==> config.mk <==
export PLATFORM = sky130hd
export DESIGN_NAME = btb_predictor_flat
export DESIGN_NICKNAME = d
export VERILOG_FILES = /design/src/rtl/btb_predictor_if.sv /design/src/rtl/btb_predictor.sv /design/src/flat_wrapper.sv
export SDC_FILE = /design/constraint.sdc
export NUM_CORES = 1
export LEC_CHECK = 0
export BUFFER_PORTS_ARGS = -buffer_cell sky130_fd_sc_hd__clkbuf_2
export CORE_MARGIN = 2
export CORE_UTILIZATION = 35
export CTS_CLUSTER_DIAMETER = 120
export CTS_CLUSTER_SIZE = 12
export DETAILED_ROUTE_END_ITERATION = 12
export GPL_ROUTABILITY_DRIVEN = 0
export PLACE_DENSITY = 0.58
export SLEW_MARGIN = 5
export SYNTH_ARGS = -nofsm -noshare
export SYNTH_HDL_FRONTEND = slang
export SYNTH_SLANG_ARGS = --single-unit
==> constraint.sdc <==
create_clock -name clk -period 8.2 [get_ports clk]
set_input_delay 1.23 -clock clk [delete_from_list [all_inputs] [get_ports clk]]
set_output_delay 1.23 -clock clk [all_outputs]
set_load 0.05 [all_outputs]
==> src/rtl/btb_predictor_if.sv <==
// rtl/btb_predictor_if.sv - fetch lookup and execute training bundle for btb_predictor
//
// Signals (master = core side, slave = predictor):
//   flush              clear all BTB valid bits and empty the RAS
//   lk_pc              fetch PC to look up
//   pred_taken         predicted redirect
//   pred_target        predicted next PC, 0 on a miss
//   pred_target_plus4  pred_target + 4 (wraps)
//   upd_valid          resolved control-flow instruction this cycle
//   upd_pc             PC of the resolved instruction
//   upd_target         resolved target
//   upd_taken          resolved direction
//   upd_type           00 branch, 01 jump/indirect, 10 call, 11 return
interface btb_predictor_if #(
    parameter int XLEN = 32
);
    logic            flush;
    logic [XLEN-1:0] lk_pc;
    logic            pred_taken;
    logic [XLEN-1:0] pred_target;
    logic [XLEN-1:0] pred_target_plus4;
    logic            upd_valid;
    logic [XLEN-1:0] upd_pc;
    logic [XLEN-1:0] upd_target;
    logic            upd_taken;
    logic [1:0]      upd_type;

    modport master (
        output flush, lk_pc, upd_valid, upd_pc, upd_target, upd_taken, upd_type,
        input  pred_taken, pred_target, pred_target_plus4
    );

    modport slave (
        input  flush, lk_pc, upd_valid, upd_pc, upd_target, upd_taken, upd_type,
        output pred_taken, pred_target, pred_target_plus4
    );
endinterface

==> src/rtl/btb_predictor.sv <==
// rtl/btb_predictor.sv - direct-mapped BTB with 2-bit counters plus return address stack
//
// Ports:
//   clk  system clock
//   rst  asynchronous active-high reset
//   bus  btb_predictor_if slave: combinational lookup on lk_pc, training from execute
module btb_predictor #(
    parameter int XLEN      = 32,
    parameter int ENTRIES   = 16,
    parameter int RAS_DEPTH = 4
) (
    input logic           clk,
    input logic           rst,
    btb_predictor_if.slave bus
);
    localparam int IDXW = $clog2(ENTRIES);
    localparam int TAGW = XLEN - IDXW - 2;
    localparam int RASW = $clog2(RAS_DEPTH);
    localparam logic [RASW:0] RAS_FULL = (RASW+1)'(RAS_DEPTH);

    // Control state: reset asynchronously.
    logic [ENTRIES-1:0] valid_q, valid_d;
    logic [1:0]         ctr_q    [ENTRIES];
    logic [1:0]         ctr_d    [ENTRIES];
    logic [RASW-1:0]    ras_ptr_q, ras_ptr_d;   // next write slot
    logic [RASW:0]      ras_cnt_q, ras_cnt_d;

    // Payload state: only meaningful behind valid / ras_cnt, so no reset.
    logic [TAGW-1:0]    tag_q    [ENTRIES];
    logic [TAGW-1:0]    tag_d    [ENTRIES];
    logic [XLEN-2:0]    target_q [ENTRIES];
    logic [XLEN-2:0]    target_d [ENTRIES];
    logic [1:0]         type_q   [ENTRIES];
    logic [1:0]         type_d   [ENTRIES];
    logic [XLEN-1:0]    ras_q    [RAS_DEPTH];
    logic [XLEN-1:0]    ras_d    [RAS_DEPTH];

    // ---------------- lookup ----------------
    logic [IDXW-1:0] lk_idx;
    logic [TAGW-1:0] lk_tag;
    logic            lk_hit;
    logic [XLEN-1:0] ras_top;
    logic            ras_empty;
    logic            unused_bits;

    assign lk_idx      = bus.lk_pc[IDXW+1:2];
    assign lk_tag      = bus.lk_pc[XLEN-1:IDXW+2];
    assign lk_hit      = valid_q[lk_idx] && (tag_q[lk_idx] == lk_tag);
    assign ras_top     = ras_q[ras_ptr_q - 1'b1];
    assign ras_empty   = (ras_cnt_q == '0);
    assign unused_bits = ^{bus.lk_pc[1:0], bus.upd_target[0]};

    always_comb begin
        bus.pred_taken  = 1'b0;
        bus.pred_target = '0;
        if (lk_hit) begin
            // Unconditional types always redirect; branches follow the counter MSB.
            bus.pred_taken = (type_q[lk_idx] != 2'b00) || ctr_q[lk_idx][1];
            if (type_q[lk_idx] == 2'b11 && !ras_empty)
                bus.pred_target = ras_top;
            else
                bus.pred_target = {target_q[lk_idx], 1'b0};
        end
    end

    assign bus.pred_target_plus4 = bus.pred_target + XLEN'(4);

    // ---------------- update ----------------
    logic [IDXW-1:0] upd_idx;
    logic [TAGW-1:0] upd_tag;
    logic            upd_hit;
    logic            eff_taken;

    assign upd_idx   = bus.upd_pc[IDXW+1:2];
    assign upd_tag   = bus.upd_pc[XLEN-1:IDXW+2];
    assign upd_hit   = valid_q[upd_idx] && (tag_q[upd_idx] == upd_tag);
    // Jumps, calls and returns are unconditional regardless of upd_taken.
    assign eff_taken = bus.upd_taken || (bus.upd_type != 2'b00);

    always_comb begin
        valid_d   = valid_q;
        ctr_d     = ctr_q;
        tag_d     = tag_q;
        target_d  = target_q;
        type_d    = type_q;
        ras_d     = ras_q;
        ras_ptr_d = ras_ptr_q;
        ras_cnt_d = ras_cnt_q;

        if (bus.flush) begin
            // Flush wins over a simultaneous update.
            valid_d   = '0;
            ras_ptr_d = '0;
            ras_cnt_d = '0;
        end else if (bus.upd_valid) begin
            if (upd_hit) begin
                if (eff_taken) begin
                    if (ctr_q[upd_idx] != 2'b11) ctr_d[upd_idx] = ctr_q[upd_idx] + 2'd1;
                    target_d[upd_idx] = bus.upd_target[XLEN-1:1];
                end else if (ctr_q[upd_idx] != 2'b00) begin
                    ctr_d[upd_idx] = ctr_q[upd_idx] - 2'd1;
                end
                type_d[upd_idx] = bus.upd_type;
            end else if (eff_taken) begin
                valid_d[upd_idx]  = 1'b1;
                tag_d[upd_idx]    = upd_tag;
                target_d[upd_idx] = bus.upd_target[XLEN-1:1];
                type_d[upd_idx]   = bus.upd_type;
                ctr_d[upd_idx]    = 2'b10;
            end

            // Circular stack: a push when full overwrites the oldest slot.
            if (bus.upd_type == 2'b10) begin
                ras_d[ras_ptr_q] = bus.upd_pc + XLEN'(4);
                ras_ptr_d        = ras_ptr_q + 1'b1;
                if (ras_cnt_q != RAS_FULL) ras_cnt_d = ras_cnt_q + 1'b1;
            end else if (bus.upd_type == 2'b11 && !ras_empty) begin
                ras_ptr_d = ras_ptr_q - 1'b1;
                ras_cnt_d = ras_cnt_q - 1'b1;
            end
        end
    end

    always_ff @(posedge clk or posedge rst) begin
        if (rst) begin
            valid_q   <= '0;
            ras_ptr_q <= '0;
            ras_cnt_q <= '0;
            for (int i = 0; i < ENTRIES; i++) ctr_q[i] <= 2'b00;
        end else begin
            valid_q   <= valid_d;
            ras_ptr_q <= ras_ptr_d;
            ras_cnt_q <= ras_cnt_d;
            ctr_q     <= ctr_d;
        end
    end

    always_ff @(posedge clk) begin
        tag_q    <= tag_d;
        target_q <= target_d;
        type_q   <= type_d;
        ras_q    <= ras_d;
    end
endmodule

==> src/flat_wrapper.sv <==
// flat-port wrapper written by rule: the top's interface ports become plain ports
module btb_predictor_flat 
#(
    parameter int XLEN      = 32,
    parameter int ENTRIES   = 16,
    parameter int RAS_DEPTH = 4
)
  (clk, rst, bus_flush, bus_lk_pc, bus_upd_valid, bus_upd_pc, bus_upd_target, bus_upd_taken, bus_upd_type, bus_pred_taken, bus_pred_target, bus_pred_target_plus4);
  btb_predictor_if #(.XLEN(XLEN)) bus_i ();
  input logic clk;
  input logic rst;
  input wire logic [$bits(bus_i.flush)-1:0] bus_flush;
  input wire logic [$bits(bus_i.lk_pc)-1:0] bus_lk_pc;
  input wire logic [$bits(bus_i.upd_valid)-1:0] bus_upd_valid;
  input wire logic [$bits(bus_i.upd_pc)-1:0] bus_upd_pc;
  input wire logic [$bits(bus_i.upd_target)-1:0] bus_upd_target;
  input wire logic [$bits(bus_i.upd_taken)-1:0] bus_upd_taken;
  input wire logic [$bits(bus_i.upd_type)-1:0] bus_upd_type;
  output wire logic [$bits(bus_i.pred_taken)-1:0] bus_pred_taken;
  output wire logic [$bits(bus_i.pred_target)-1:0] bus_pred_target;
  output wire logic [$bits(bus_i.pred_target_plus4)-1:0] bus_pred_target_plus4;
  assign bus_i.flush = bus_flush;
  assign bus_i.lk_pc = bus_lk_pc;
  assign bus_i.upd_valid = bus_upd_valid;
  assign bus_i.upd_pc = bus_upd_pc;
  assign bus_i.upd_target = bus_upd_target;
  assign bus_i.upd_taken = bus_upd_taken;
  assign bus_i.upd_type = bus_upd_type;
  assign bus_pred_taken = bus_i.pred_taken;
  assign bus_pred_target = bus_i.pred_target;
  assign bus_pred_target_plus4 = bus_i.pred_target_plus4;
  btb_predictor #(.XLEN(XLEN), .ENTRIES(ENTRIES), .RAS_DEPTH(RAS_DEPTH)) u_core (.clk(clk), .rst(rst), .bus(bus_i));
endmodule
==> qor.txt <==
leakage power - 18.17 nW
CTS tree - done
CTS root buf - clkbuf_16
Worst VDD drop - 170.3 uV
Post-Syn Instances - 2633
Setup CP Type - in2out
Main synth FF type - edfxtp_1
Final period util - 0.9370
clk buf depth - 3
Mapped Area - 0.05016 sq mm
sequential fraction of the synthesis area - 0.6682
via count - 27480
status - completed
worst-margin pin slew - 1.238 ns
Post-synth ARST share - 0.04711
CP endpoint kind - output pin
endpoints failing setup - 0
slowest cell on the critical path - mux4_2
Setup crit start kind - input pin
Hold Path Stages - 1
Area contributors post-synth - edfxtp_1 64%, mux4_2 17%, mux2i_1 3.6%, dfrtp_1 2.6%, xnor2_1 1.0%
Final Hold Fails - 0
worst clock skew - 0.05934 ns
Slew Viols, Final - 0
unrepaired setup endpoints after global routing - false
fin crit period - 7.683 ns
first-pass GRT wire length - 206000 um
Synth top area share - 0.6417
detailed placer's ending HPWL - 89760 um
synthesized flop and latch total - 1125
post-layout util - 0.3978
Detailed Routing Iterations Pass 1 - 5
Synth cell types - 84
share of layout cells above drive strength 1 - 0.3051
cell row count - 138
vias per cell - 5.769
Reg clk slew, reported paths - 0.06 ns
area leader, netlist - edfxtp_1
nets - 2961
synth warn - 0
FMAX - 0.1302 GHz
CTS Hold Bufs - 0
Crit path depth - 18
top cells by count, synth - 1072 x edfxtp_1, 387 x mux4_2, 180 x mux2i_1, 115 x nor2_1, 94 x nand2_1
remaining global-route overflow - 0
maxcap violations - 0
Buf/Inv on CP - 6
Syn Nets - 2749
Setup TNS - 0 ns
cells along the critical path - buf_8 -> buf_4 -> mux4_2 -> mux2i_1 -> mux2i_1 -> xor2_1 -> nor4_2 -> buf_4 -> nand4_1 -> buf_4 -> or3_1 -> inv_1 -> ha_1 -> o211ai_1 -> or4_1 -> o41ai_1 -> a21oi_1 -> clkbuf_2
wire length per cell - 30.38 um
CTS buffer count - 103
DRC viols - 0
crit path DAT - 6.45 ns
Avg Synthesized Cell Area - 19.05 sq um
post-route ant nets - 0
vias in the first global route - 28300
Max transition margin - 0.1690
Hold Crit Class - reg2reg
maximum number of pins on one net before global-route repair - 73
clk sinks - 1125
Worst-Skew Late Latency - 0.72 ns
CP max stage delay - 0.55 ns
Die Width - 382.6 um
GRT Overall Usage - 0.1961
final WL - 144700 um
CTS H-tree lvls - 3
Core Area - 0.1419 sq mm
count leader, synth - edfxtp_1
Critical Path Most Common Cell - buf_4
# port buffers - 164
die area - 0.1464 sq mm
crit-path max FO - 51
FF-to-FF path depth - 11
Critical Path RT - 6.97 ns
IO Count - 168
Starting Density - 0.3534
fill count - 12720
count of flip-flops with a built-in enable after synthesis - 1072
CP delay by family, top - buffers and inverters
Power Density - 207.5 mW/mm^2
Die H - 382.6 um
initial antenna violation count - 18
Layout Area Growth over Synthesis - 12.55%
DR iter-0 viols - 3269
report_power, final:
group / switching [W] / total [W] / internal (W)
Clock: 0.00201 / 0.00426 / 0.00225
Sequential: 0.0000337 / 0.00641 / 0.00637
Combinational: 0.000629 / 0.00105 / 0.000422
Total: 0.00267 / 0.0117 / 0.00905
worst reg2reg max path: stages, from the launching register on:
cell and delay [ns]:
edfxtp_1 0.40, mux4_2 0.51, mux2i_1 0.34, nor2_1 0.08, a2111o_1 0.44, a2111oi_0 0.78
nand4_1 0.30, nor3_2 0.19, buf_4 0.32, or2_2 0.36, nor2_4 0.18, buf_4 0.35
sequential cells by signal, summed over array words and instances (netlist names):
signal,cells
u_core.ras_ptr_q,2
u_core.tag_q,416
u_core.ras_q,128
u_core.ras_cnt_q,3
u_core.type_q,32
u_core.target_q,496
u_core.ctr_q,32
u_core.valid_q,16
stage by stage:
step	total power, W	area [sq um]	worst slack (ns)	hold WS, ns	cells
global placement	0.007561	53690	0.1140	0.4636	4630
finish	0.01172	56460	0.5165	0.4837	4763
detailed placement	0.007589	53690	0.1501	0.4792	4630
floorplan	0.007189	50170	0.09282	0.4524	2633
global route	0.01208	56450	0.08299	0.4956	4759
CTS	0.01182	56440	0.1422	0.4881	4758
worst paths after layout:
path | endpoint | slack, ns | start
worst max-delay path | bus_pred_target_plus4[26] | 0.52 | bus_lk_pc[2]
worst min-delay path | u_core.ctr_q[30]$_DFFE_PP0P_ | 0.48 | u_core.ctr_q[30]$_DFFE_PP0P_
worst max register to register | u_core.tag_q[11]$_DFFE_PP_ | 3.69 | u_core.tag_q[59]$_DFFE_PP_
worst min register to register | u_core.ctr_q[30]$_DFFE_PP0P_ | 0.48 | u_core.ctr_q[30]$_DFFE_PP0P_
max in group asynchronous | u_core.ras_ptr_q[0]$_DFFE_PP0P_ | 6.61 | rst
min in group asynchronous | u_core.ctr_q[29]$_DFFE_PP0P_ | 0.80 | rst
placed cells by master, fill, tap and decap left out, drive strengths merged, types with 13 or more instances in the layout:
cell    netlist  final
nor3         41     41
inv          30     30
mux2i       183    183
nor2        115    115
nor2b        18     18
mux2         45     45
nand3        45     45
nand2        95     95
buf         118    127
a22oi        27     27
mux4        387    387
xnor2        58     58
and3         13     13
clkbuf       47    268
nand4        17     17
dfrtp        53     53
xor2         47     47
edfxtp     1072   1072
o22ai        13     13
o32ai        18     18
o21ai        13     13
a21oi        17     17
layer usage:
| layer | wire, um | part of all wire | vias to the layer above | GRT usage |
|---|---|---|---|---|
| li1 | - | - | 11260 | - |
| met1 | 58400 | 0.40 | 14730 | 0.2614 |
| met2 | 71320 | 0.49 | 1244 | 0.3274 |
| met3 | 10640 | 0.074 | 229 | 0.03690 |
| met4 | 4184 | 0.029 | 20 | 0.05526 |
| met5 | 130 | 0.00090 | - | 0 |
area by class of cell:
| cell class | instances | area [sq um] | area share |
|---|---|---|---|
| multi-input cells | 1312 | 15780 | 0.2795 |
| inverters | 31 | 118.9 | 0.002105 |
| well taps | 1890 | 2365 | 0.04188 |
| clock buffers | 123 | 2653 | 0.04698 |
| flip-flops and latches | 1125 | 33520 | 0.5937 |
| repair buffers | 272 | 1917 | 0.03395 |
| clock inverters | 5 | 96.34 | 0.001706 |
| diodes | 5 | 12.51 | 0.0002216 |
timing repair:
action,in CTS,in global routing
buffers inserted,0,0
setup endpoints to repair,0,4
hold endpoints to repair,0,0
gates resized for setup,0,1
logic make-up (layout without fill, tap and decap cells):
family	Yosys count	count (layout)	share of synthesized area
buffers and inverters	196	431	0.02182
flip-flops	1125	1125	0.6682
multiplexers	615	615	0.2208
XOR/XNOR	105	105	0.01833
AND/OR/NAND/NOR	414	414	0.04143
adder cells (fa/ha/maj)	13	13	0.003392
other	0	5	0
AO/OA/AOI/OAI	165	165	0.02609
Power figures use the tool's default switching activity.
